$ cat src/rtl/lcd_nibble_receiver.sv
// Responder for the 4-bit HD44780-style LCD bus: rebuilds bytes from nibbles and tracks the DDRAM cursor.
// Optional timing checker is compiled in with `define LCD_RX_TIMING_CHECK_EN.
module lcd_nibble_receiver #(
  parameter int unsigned MIN_NIBBLE_GAP = 50,
  parameter int unsigned MIN_CMD_GAP    = 2000
) (
  input  logic       Clock,
  input  logic       Reset,
  input  logic       iLCD_Enabled,
  input  logic       iLCD_RegisterSelect,
  input  logic       iLCD_ReadWrite,
  input  logic       iLCD_StrataFlashControl,
  input  logic [3:0] iLCD_Data,
  output logic       oByteValid,
  output logic [7:0] oByte,
  output logic       oByteIsData,
  output logic       oCharWrite,
  output logic [6:0] oCharAddr,
  output logic [6:0] oCursor,
  output logic       oFourBitMode,
  output logic       oProtocolError,
  output logic       oTimingError
);

  typedef enum logic [1:0] {ST_INIT8, ST_HI, ST_LO} state_t;

  state_t     state_q, state_d;
  logic [7:0] sync1_q, sync2_q;
  logic       e_prev_q;
  logic       seen3_q, seen3_d;
  logic [3:0] hi_q, hi_d;
  logic       hi_rs_q, hi_rs_d;
  logic       four_q, four_d;
  logic       perr_q, perr_d;
  logic       valid_q, valid_d;
  logic       cw_q, cw_d;
  logic [7:0] byte_q, byte_d;
  logic       isdata_q, isdata_d;
  logic [6:0] addr_q, addr_d;
  logic [6:0] cursor_q, cursor_d;

  logic       fall, s_rs, s_rw, s_sf;
  logic [3:0] s_nib;

  assign fall  = e_prev_q & ~sync2_q[7];
  assign s_rs  = sync2_q[6];
  assign s_rw  = sync2_q[5];
  assign s_sf  = sync2_q[4];
  assign s_nib = sync2_q[3:0];

  function automatic logic [6:0] next_addr(input logic [6:0] a);
    if (a == 7'h27)      return 7'h40;
    else if (a == 7'h67) return 7'h00;
    else                 return a + 7'd1;
  endfunction

  always_ff @(posedge Clock or negedge Reset) begin
    if (!Reset) begin
      sync1_q  <= '0;
      sync2_q  <= '0;
      e_prev_q <= 1'b0;
      state_q  <= ST_INIT8;
      seen3_q  <= 1'b0;
      hi_q     <= '0;
      hi_rs_q  <= 1'b0;
      four_q   <= 1'b0;
      perr_q   <= 1'b0;
      valid_q  <= 1'b0;
      cw_q     <= 1'b0;
      byte_q   <= '0;
      isdata_q <= 1'b0;
      addr_q   <= '0;
      cursor_q <= '0;
    end else begin
      sync1_q  <= {iLCD_Enabled, iLCD_RegisterSelect, iLCD_ReadWrite,
                   iLCD_StrataFlashControl, iLCD_Data};
      sync2_q  <= sync1_q;
      e_prev_q <= sync2_q[7];
      state_q  <= state_d;
      seen3_q  <= seen3_d;
      hi_q     <= hi_d;
      hi_rs_q  <= hi_rs_d;
      four_q   <= four_d;
      perr_q   <= perr_d;
      valid_q  <= valid_d;
      cw_q     <= cw_d;
      byte_q   <= byte_d;
      isdata_q <= isdata_d;
      addr_q   <= addr_d;
      cursor_q <= cursor_d;
    end
  end

  always_comb begin
    state_d  = state_q;
    seen3_d  = seen3_q;
    hi_d     = hi_q;
    hi_rs_d  = hi_rs_q;
    four_d   = four_q;
    perr_d   = perr_q;
    valid_d  = 1'b0;
    cw_d     = 1'b0;
    byte_d   = byte_q;
    isdata_d = isdata_q;
    addr_d   = addr_q;
    cursor_d = cursor_q;

    // Cursor effect of the byte pulsed last cycle lands one cycle after the pulse.
    if (valid_q) begin
      if (isdata_q) begin
        cursor_d = next_addr(cursor_q);
      end else if (byte_q[7]) begin
        cursor_d = byte_q[6:0];
        if (byte_q[5:0] >= 6'h28) perr_d = 1'b1;
      end else if (byte_q == 8'h01 || byte_q == 8'h02 || byte_q == 8'h03) begin
        cursor_d = '0;
      end
    end

    if (fall) begin
      if (!s_sf) perr_d = 1'b1;
      if (s_rw) begin
        perr_d = 1'b1;
      end else begin
        case (state_q)
          ST_INIT8: begin
            if (s_nib == 4'h3) begin
              seen3_d = 1'b1;
            end else if (s_nib == 4'h2 && seen3_q) begin
              state_d = ST_HI;
              four_d  = 1'b1;
            end else begin
              perr_d = 1'b1;
            end
          end
          ST_HI: begin
            hi_d    = s_nib;
            hi_rs_d = s_rs;
            state_d = ST_LO;
          end
          ST_LO: begin
            state_d = ST_HI;
            if (s_rs != hi_rs_q) begin
              perr_d = 1'b1;
            end else begin
              valid_d  = 1'b1;
              byte_d   = {hi_q, s_nib};
              isdata_d = s_rs;
              if (s_rs) begin
                cw_d   = 1'b1;
                addr_d = cursor_q;
              end
            end
          end
          default: state_d = ST_INIT8;
        endcase
      end
    end
  end

  assign oByteValid     = valid_q;
  assign oByte          = byte_q;
  assign oByteIsData    = isdata_q;
  assign oCharWrite     = cw_q;
  assign oCharAddr      = addr_q;
  assign oCursor        = cursor_q;
  assign oFourBitMode   = four_q;
  assign oProtocolError = perr_q;

`ifdef LCD_RX_TIMING_CHECK_EN
  localparam int unsigned GW = (MIN_CMD_GAP < 2) ? 1 : $clog2(MIN_CMD_GAP + 1);

  logic [GW-1:0] gap_q, gap_d;
  logic          first_q, first_d;
  logic          terr_q, terr_d;

  always_ff @(posedge Clock or negedge Reset) begin
    if (!Reset) begin
      gap_q   <= '0;
      first_q <= 1'b1;
      terr_q  <= 1'b0;
    end else begin
      gap_q   <= gap_d;
      first_q <= first_d;
      terr_q  <= terr_d;
    end
  end

  // Counter holds clocks elapsed since the previous falling edge, saturating at the command gap.
  always_comb begin
    gap_d   = gap_q;
    first_d = first_q;
    terr_d  = terr_q;
    if (fall) begin
      gap_d   = GW'(1);
      first_d = 1'b0;
      if (!first_q) begin
        if (state_q == ST_LO) begin
          if (gap_q < GW'(MIN_NIBBLE_GAP)) terr_d = 1'b1;
        end else begin
          if (gap_q < GW'(MIN_CMD_GAP)) terr_d = 1'b1;
        end
      end
    end else if (gap_q < GW'(MIN_CMD_GAP)) begin
      gap_d = gap_q + GW'(1);
    end
  end

  assign oTimingError = terr_q;
`else
  assign oTimingError = 1'b0;
`endif

endmodule

$ cat config.mk
export PLATFORM = sky130hd
export DESIGN_NAME = lcd_nibble_receiver
export DESIGN_NICKNAME = d
export VERILOG_FILES = /design/src/rtl/lcd_nibble_receiver.sv
export SDC_FILE = /design/constraint.sdc
export NUM_CORES = 1
export LEC_CHECK = 0
export CORE_MARGIN = 10
export CORE_UTILIZATION = 40
export DETAILED_ROUTE_END_ITERATION = 6
export HOLD_SLACK_MARGIN = 0.15
export PLACE_DENSITY_LB_ADDON = 0.15
export SYNTH_ARGS = -nofsm -noshare
export SYNTH_HDL_FRONTEND = slang
export SYNTH_SLANG_ARGS = --single-unit
export TNS_END_PERCENT = 30
$ cat constraint.sdc
create_clock -name Clock -period 4.7 [get_ports Clock]
set_input_delay 0.705 -clock Clock [delete_from_list [all_inputs] [get_ports Clock]]
set_output_delay 0.705 -clock Clock [all_outputs]
set_load 0.005 [all_outputs]
# --- Word-level counts from Yosys, hierarchy flattened ---
# Cells that the tools add are included.
op_classes:
  addsub: 1
  magnitude_cmp: 1
  eq_ne: 12
  n_mux: 28
  n_bitwise: 5
  n_reduce_logical: 12
ops:
  columns: ["operator", "count"]
  rows:
  - ["2-to-1 mux 7 bit", 5]
  - ["2-to-1 mux 1 bit", 19]
  - ["== test 8 x 2 -> 1 bit, second input constant", 2]
  - ["AND reduction 4 bit", 3]
  - ["AND reduction 5 bit", 2]
  - ["== test 4 x 2 -> 1 bit, second input constant", 2]
  - ["== test 8 x 1 -> 1 bit, second input constant", 1]
  - ["adder 7 x 1 -> 7 bit, second input constant", 1]
  - ["== test 7 x 6 -> 1 bit, second input constant", 1]
  - ["== test 7 bit, second input constant", 1]
  - [">= comparator 6 bit, second input constant", 1]
  - ["one-hot mux 2 bit (3 select lines)", 1]
  - ["2-to-1 mux 2 bit", 2]
  - ["!= test 2 bit, second input constant", 2]
  - ["inverter 1 bit", 4]
  - ["AND reduction 3 bit", 1]
  - ["nonzero test 3 bit", 1]
  - ["== test 2 x 1 -> 1 bit, second input constant", 1]
  - ["== test 2 bit, second input constant", 1]
  - ["logical NOT 2 bit", 1]
  - ["logical OR 1 bit", 2]
  - ["one-hot mux 1 bit (2 select lines)", 1]
  - ["AND reduction 2 bit", 1]
  - ["AND 1 bit", 1]
  - ["2 further kinds", 2]
word_totals:
  reg_bits: 52
  output_inout_bits: 28
  word_cells: 74

# --- Longest topological paths before layout ---
# Gate-level depths: netlist (run 1).
depth:
  ltp_word: 11
  ltp_mapped: 6

# --- Worst setup path after synthesis (run 1) ---
# No wires, ideal clock.
synth_path:
  path_kind: "reg-to-reg"
  startpoint: "reg sync2_q[5]"
  endpoint: "reg hi_q[0]"
  t_arrival_ns: 1.574
  t_required_ns: 4.575
  setup_slack_ns: 3.001
  stages_incl_launch_ff: 5
  period_less_slack_ns: 1.699
  cell_sequence: "dfrtp_1 -> or3b_1 -> buf_6 -> nor3b_2 -> mux2_2"
synth_between:
  elab_chain_cells: 2
synth_rtl:
  columns: ["item", "line", "rtl"]
  rows:
  - ["from (decl)", "28", "logic [7:0] sync1_q, sync2_q;"]
  - ["from (signal assigned)", "77", "sync2_q <= sync1_q;"]
  - ["inverter 1 bit (no line)", null, null]
  - ["AND reduction 3 bit (no line)", null, null]
  - ["to (signal assigned)", "81", "hi_q <= hi_d;"]
  - ["to (decl)", "31", "logic [3:0] hi_q, hi_d;"]
# No other way between the ends.
# A chain may end at the register's enable or synchronous reset.

# --- Final worst setup path (run 1) ---
layout_path:
  startpoint: "reg byte_q[5], in the netlist oByte[5]"
  endpoint: "reg cursor_q[5], in the netlist oCursor[5]"
layout_between:
  elab_chain_cells: 5
  word_cells_on_any_way: 9
  classes_between: "eq/ne (3); mux (2); reduce/logical (4)"
layout_rtl:
  columns: ["item", "line", "rtl"]
  rows:
  - ["from (decl)", "37", "logic [7:0] byte_q, byte_d;"]
  - ["from (signal assigned)", "87", "byte_q <= byte_d;"]
  - ["== test 8 x 1 -> 1 bit or == test 8 x 2 -> 1 bit (tied branches)", "115", "end else if (byte_q == 8'h01 || byte_q == 8'h02 || byte_q == 8'h03) begin"]
  - ["logical OR 1 bit (2 in series)", "115", null]
  - ["nonzero test 3 bit (no line)", null, null]
  - ["AND reduction 2 bit (no line)", null, null]
  - ["to (signal assigned)", "90", "cursor_q <= cursor_d;"]
  - ["to (decl)", "40", "logic [6:0] cursor_q, cursor_d;"]
# Parallel ways exist; a longest one is shown, timed or not.

==> results_dict.tcl, run 1 <==
set metrics [dict create \
    pin_count 38 \
    overflow 0 \
    postSynthAreaPerCell_sq_um 13.8 \
    post_dp_cell_area_sq_um 2470 \
    first_global_vias 1441 \
    cts_max_level 2 \
    dp_hpwl_microns 3090 \
    grt_pass1_wl_microns 7350 \
    rows 26 \
    ant_nets 0 \
    routed_via_density 5.12 \
    first_pass_iters 4 \
    place.gp.congestion 0.830 \
    synth-seq-cells 52 \
    cp.required_ns 4.90 \
    cts_num_sinks 52 \
    die_area_sq_um 8460 \
    finalCriticalPeriod_ns 2.21 \
    seqPwrFrac_pct 58.5 \
    die-width_microns 92.0 \
    swShare_pct 21.0 \
    dp_slack_ns 2.50 \
    fin_ws_ns 2.49 \
    regToRegEndpoint "oCursor[5]$_DFFE_PN0P_" \
    fp.dieH_microns 92.0 \
    vdd_ir_drop_max_v 0.000156 \
    hold_class "register to register" \
    status "complete, no violations" \
    drive_gt1_share_pct 20.7 \
    yosys_warnings 0 \
    synth_nets 162 \
    synthCells 150 \
    post_cts_buffers 0 \
    startpoint_type "register" \
    clock-root-buffer "clkbuf_8" \
    combPwrFrac_pct 4.7 \
    r2r_cells 4 \
    crit_fanout 13 \
    fin_util_pct 50.8 \
    hold_viol 0 \
    cts_resized 0 \
    rsz0062_at_grt "no" \
    syn2layout_area_growth_pct 24.4 \
    switchingPower_uw 170 \
    clk_pin_slew_worst_paths_ns 0.10 \
    endpoint_kind "register" \
    p_int_uw 640 \
    setup_tns_ns 0 \
    setup_viol 0 \
    power_density_nw_per_um2 314 \
    cts_buffers 5 \
    antennaDiodeCount 0 \
    ff2ff_setup_slack_ns 2.49 \
    drc 0 \
    p_leak_uw 0.00112 \
    routedWlPerCell_microns 16.4 \
    cts_hold_buf 0 \
    hold_ws_ns 0.353 \
    grt_max_degree 53 \
    drt_wl_total_microns 4220 \
    track_usage_pct 10.7 \
    arrival_ns 2.42 \
    antenna_found_initial 0 \
    crit_type "register to register" \
    worst_pin_slew_ns 1.14 \
    clock.fmax_mhz 452 \
    crit_end "oCursor[5]$_DFFE_PN0P_" \
    period_share_pct 47.1 \
    pwr-share-clk_pct 36.9 \
    maxCapViolCount 0 \
    slew_headroom_pct 24.1 \
    core-area_sq_um 5070 \
    io_buffers 36 \
    worst_clock_skew_ns 0.0103 \
    fin_nets 199 \
    stdcell_area_sq_um 2580 \
    startpoint "oByte[5]$_DFFE_PN0P_" \
    dr.first_iter.drc_count 84 \
    vias 1322 \
    cts_buffer_depth 2 \
    ys_types 40 \
    synth_area_sq_um 2070 \
    synth.yosys.seq_area_share_pct 62.8 \
    clk_latency_ns 0.31 \
    start_util_pct 40.9 \
    r2r_start "oByte[5]$_DFFE_PN0P_" \
    slew_violations 0 \
    cts_tree "done" \
]
-- final cells by class --
class | count | area [sq um]
clock buffer | 6 | 72.6
clock inverter | 2 | 35.0
fill | 451 | 2500
inverter | 4 | 15.0
multi-input combinational | 88 | 712
sequential | 52 | 1300
tap | 70 | 87.6
timing repair buffer | 36 | 355
-- per-stage QoR --
| stage | instances | power [uW] |
|---|---|---|
| after floorplan | 150 | 497 |
| after global placement | 250 | 520 |
| after detailed placement | 250 | 522 |
| after CTS | 258 | 823 |
| after global routing | 258 | 846 |
| final | 258 | 810 |
-- cells in the final DEF (no fill, tap or decap), types with 2 or more instances in the layout --
| master | netlist | layout |
|---|---|---|
| a21o_1 | 2 | 2 |
| a21oi_1 | 2 | 2 |
| a22o_2 | 3 | 3 |
| a32o_1 | 2 | 2 |
| clkbuf_8 | 0 | 5 |
| clkdlybuf4s50_1 | 0 | 35 |
| dfrtp_1 | 52 | 52 |
| ha_1 | 2 | 2 |
| inv_1 | 4 | 4 |
| mux2_2 | 20 | 20 |
| nand2_1 | 9 | 9 |
| nand2b_1 | 3 | 3 |
| nand3_1 | 2 | 2 |
| nand3b_1 | 2 | 2 |
| nor2_1 | 6 | 6 |
| o211ai_1 | 2 | 2 |
| o21a_1 | 2 | 2 |
| o21ai_0 | 9 | 9 |
| o21bai_1 | 2 | 2 |
-- cell families (layout without fill, tap and decap cells) --
logic type | after synthesis | in the layout | synth area share (%)
buffers and inverters | 10 | 48 | 2.90
multiplexers | 20 | 20 | 10.9
flip-flops | 52 | 52 | 62.8
AO/OA/AOI/OAI | 34 | 34 | 13.0
AND/OR/NAND/NOR | 31 | 31 | 9.11
other | 1 | 1 | 0.181
adder cells (fa/ha/maj) | 2 | 2 | 1.21
-- worst min-delay path by stage --
stage	from	to	slack [ns]	depth (start not counted)
floorplan	sync1_q[0]$_DFF_PN0_	sync2_q[0]$_DFF_PN0_	0.33	0
global placement	sync1_q[0]$_DFF_PN0_	sync2_q[0]$_DFF_PN0_	0.33	0
detailed placement	sync1_q[5]$_DFF_PN0_	sync2_q[5]$_DFF_PN0_	0.33	0
CTS	sync1_q[5]$_DFF_PN0_	sync2_q[5]$_DFF_PN0_	0.35	0
global route	sync1_q[5]$_DFF_PN0_	sync2_q[5]$_DFF_PN0_	0.36	0
finish	sync1_q[5]$_DFF_PN0_	sync2_q[5]$_DFF_PN0_	0.35	0
-- metal layers --
layer | vias to the layer above | wire [microns] | GRT usage, %
li1 | 608 | - | -
met1 | 668 | 1780 | 12.5
met2 | 37 | 2100 | 17.4
met3 | 9 | 264 | 3.99
met4 | 0 | 73 | 4.50
met5 | - | 0 | 0
-- sequential cells by signal, summed over array words and instances (netlist names), 2 cells and up --
| signal | cells |
|---|---|
| oByte | 8 |
| oCursor | 7 |
| sync1_q | 8 |
| sync2_q | 8 |
| hi_q | 4 |
| oCharAddr | 7 |
| state_q | 2 |
-- power by group through the flow --
stage | Clock (uW) | Combinational, uW | Sequential, uW
after floorplan | 0 | 17.9 | 479
after global placement | 0 | 38.2 | 482
after detailed placement | 0 | 39.2 | 483
after CTS | 310 | 39.3 | 474
after global routing | 326 | 43.3 | 476
final | 299 | 37.9 | 473
-- cell usage after synthesis --
cell | number | area share (%)
a211oi_1 | 1 | 0.36
a21o_1 | 2 | 0.72
a21oi_1 | 2 | 0.48
a21oi_2 | 1 | 0.42
a221oi_1 | 1 | 0.42
a22o_2 | 3 | 1.4
a22oi_1 | 1 | 0.36
a31oi_1 | 1 | 0.30
a31oi_2 | 1 | 0.60
a32o_1 | 2 | 0.97
a32oi_1 | 1 | 0.42
buf_4 | 2 | 0.72
buf_6 | 2 | 1.1
clkbuf_1 | 2 | 0.36
conb_1 | 1 | 0.18
dfrtp_1 | 52 | 63
ha_1 | 2 | 1.2
inv_1 | 4 | 0.72
mux2_2 | 20 | 11
nand2_1 | 9 | 1.6
nand2_2 | 1 | 0.30
nand2b_1 | 3 | 0.91
nand3_1 | 2 | 0.48
nand3b_1 | 2 | 0.72
nand4_1 | 1 | 0.30
nor2_1 | 6 | 1.1
nor2b_1 | 1 | 0.30
nor3b_1 | 1 | 0.36
nor3b_2 | 1 | 0.60
nor4_4 | 1 | 1.0
o211ai_1 | 2 | 0.72
o21a_1 | 2 | 0.72
o21ai_0 | 9 | 2.2
o21bai_1 | 2 | 0.72
o31ai_1 | 1 | 0.36
o41ai_1 | 1 | 0.42
o41ai_4 | 1 | 1.3
or2_2 | 1 | 0.30
or3b_1 | 1 | 0.42
or4b_4 | 1 | 0.66
-- critical path, stage by stage (launching register included) --
cell	delay, ns
dfrtp_1	0.45
or4b_4	0.55
o41ai_4	0.60
o21ai_0	0.26
a22o_2	0.26
Note: power is estimated with default switching activity, not from simulation.
==> run 2, diff against run 1 <==
clock period = 2.28 ns   (was 4.7 ns; I/O delays follow)
==> results_dict.tcl, run 2 (synthesis results as in run 1) <==
set metrics [dict create \
    status "complete, no violations" \
    cp.required_ns 2.47 \
    core-area_sq_um 5070 \
    dp_hpwl_microns 3020 \
    cpPeakStageDelay_ns 0.52 \
    die_area_sq_um 8460 \
    grt_max_degree 53 \
    hold_ws_ns 0.136 \
    arrival_ns 2.06 \
    startpoint_type "register" \
    ff_latch_area_sq_um 1300 \
    die-width_microns 92.0 \
    cts_num_sinks 52 \
    hold_viol 0 \
    r2r_start "sync2_q[5]$_DFF_PN0_" \
    maxCapViolCount 0 \
    p_leak_uw 0.00112 \
    finalCriticalPeriod_ns 1.87 \
    clock-root-buffer "clkbuf_8" \
    crit_type "register to register" \
    final_cell_mix "52 x dfrtp_1, 35 x clkdlybuf4s50_1, 20 x mux2_2, 9 x nand2_1, 9 x o21ai_0" \
    cp_slowest_cell "or3b_1" \
    endpoint_kind "register" \
    drt_wl_total_microns 4140 \
    worst_clock_skew_ns 0.00890 \
    multiInputGateArea_sq_um 712 \
    ff2ff_setup_slack_ns 0.41 \
    pin_count 38 \
    cts_tree "done" \
    final_common_cell "dfrtp_1" \
    track_usage_pct 10.3 \
    setup_viol 0 \
    first_global_vias 1386 \
    stdcell_area_sq_um 2580 \
    critical_path_buf_inv_count 0 \
    vdd_ir_drop_max_v 0.000295 \
    cts_buffer_depth 2 \
    routedWlPerCell_microns 15.9 \
    slew_headroom_pct 56.3 \
    clk_latency_ns 0.30 \
    place.gp.congestion 0.838 \
    antenna_found_initial 0 \
    cts_hold_buf 0 \
    drive_gt1_share_pct 21.5 \
    setup_tns_ns 0 \
    io_buffers 36 \
    vias 1342 \
    overflow 0 \
    clk_pin_slew_worst_paths_ns 0.09 \
    first_pass_iters 4 \
    cts_resized 0 \
    regToRegEndpoint "hi_q[2]$_DFFE_PN0P_" \
    dp_slack_ns 0.409 \
    fp.dieH_microns 92.0 \
    dr.first_iter.drc_count 80 \
    ant_nets 0 \
    start_util_pct 40.9 \
    routed_via_density 5.14 \
    crit_family "simple AND/OR/NAND/NOR gates" \
    crit_fanout 7 \
    hold_class "input port to async pin" \
    dp.cells 253 \
    slew_violations 0 \
    post_dp_cell_area_sq_um 2490 \
    clock.fmax_mhz 535 \
    worst_pin_slew_ns 0.654 \
    crit_path_cell_trace "or3b_1 -> nor3b_2 -> mux2_2" \
    cts_buffers 5 \
    r2r_cells 3 \
    rows 26 \
    cts_max_level 2 \
    fill_cells 477 \
    grt_pass1_wl_microns 7000 \
    power_density_nw_per_um2 608 \
    drc 0 \
    rsz0062_at_grt "no" \
    syn2layout_area_growth_pct 24.4 \
    fin_nets 202 \
    antennaDiodeCount 0 \
    fin_ws_ns 0.412 \
    post_cts_buffers 0 \
    finalNonFillerCells 261 \
    period_share_pct 81.9 \
]
-- run 2: changes by cell type in the layout (fill, tap and decap cells not counted) --
cell,previous run,this run
clkbuf_1,1,2
buf_4,0,3
clkinv_4,0,1
bufinv_16,1,0
clkinv_2,1,0
-- run 2: worst max path at each step --
stage | slack (ns) | startpoint | depth (start not counted) | to
6_report | 0.41 | sync2_q[5]$_DFF_PN0_ | 3 | hi_q[2]$_DFFE_PN0P_
5_1_grt | 0.31 | oCursor[0]$_DFFE_PN0P_ | 5 | oCursor[3]$_DFFE_PN0P_
4_1_cts | 0.39 | sync2_q[5]$_DFF_PN0_ | 3 | hi_q[2]$_DFFE_PN0P_
3_5_place_dp | 0.41 | sync2_q[5]$_DFF_PN0_ | 3 | hi_q[2]$_DFFE_PN0P_
3_3_place_gp | 0.48 | sync2_q[5]$_DFF_PN0_ | 4 | oByte[5]$_DFFE_PN0P_
2_1_floorplan | 0.58 | sync2_q[5]$_DFF_PN0_ | 4 | hi_q[0]$_DFFE_PN0P_
-- run 2: per-layer routing --
metal | routed length (microns) | GRT usage (%)
met1 | 1790 | 12.5
met2 | 1960 | 15.5
met3 | 327 | 4.32
met4 | 61 | 5.01
met5 | 0 | 0
-- run 2: area by class of cell --
class	instances	area share, %
well taps	70	3.40
flip-flops and latches	52	50.5
multi-input cells	88	27.6
repair buffers	39	14.7
inverters	4	0.582
clock inverters	1	0.340
clock buffers	7	2.96
-- run 2: report_power, final --
group / internal, uW / total [uW] / leakage [uW] / switching [uW]
clock network: 220 / 512 / 0.0000424 / 292
registers: 954 / 977 / 0.000679 / 23.4
logic: 40.7 / 79.9 / 0.000396 / 39.2
total: 1210 / 1570 / 0.00112 / 354
-- run 2: through the flow --
stage	util, %	total power [uW]
floorplan	-	1020
global placement	49.1	1070
detailed placement	49.1	1080
CTS	50.8	1590
global route	50.8	1640
finish	50.8	1570
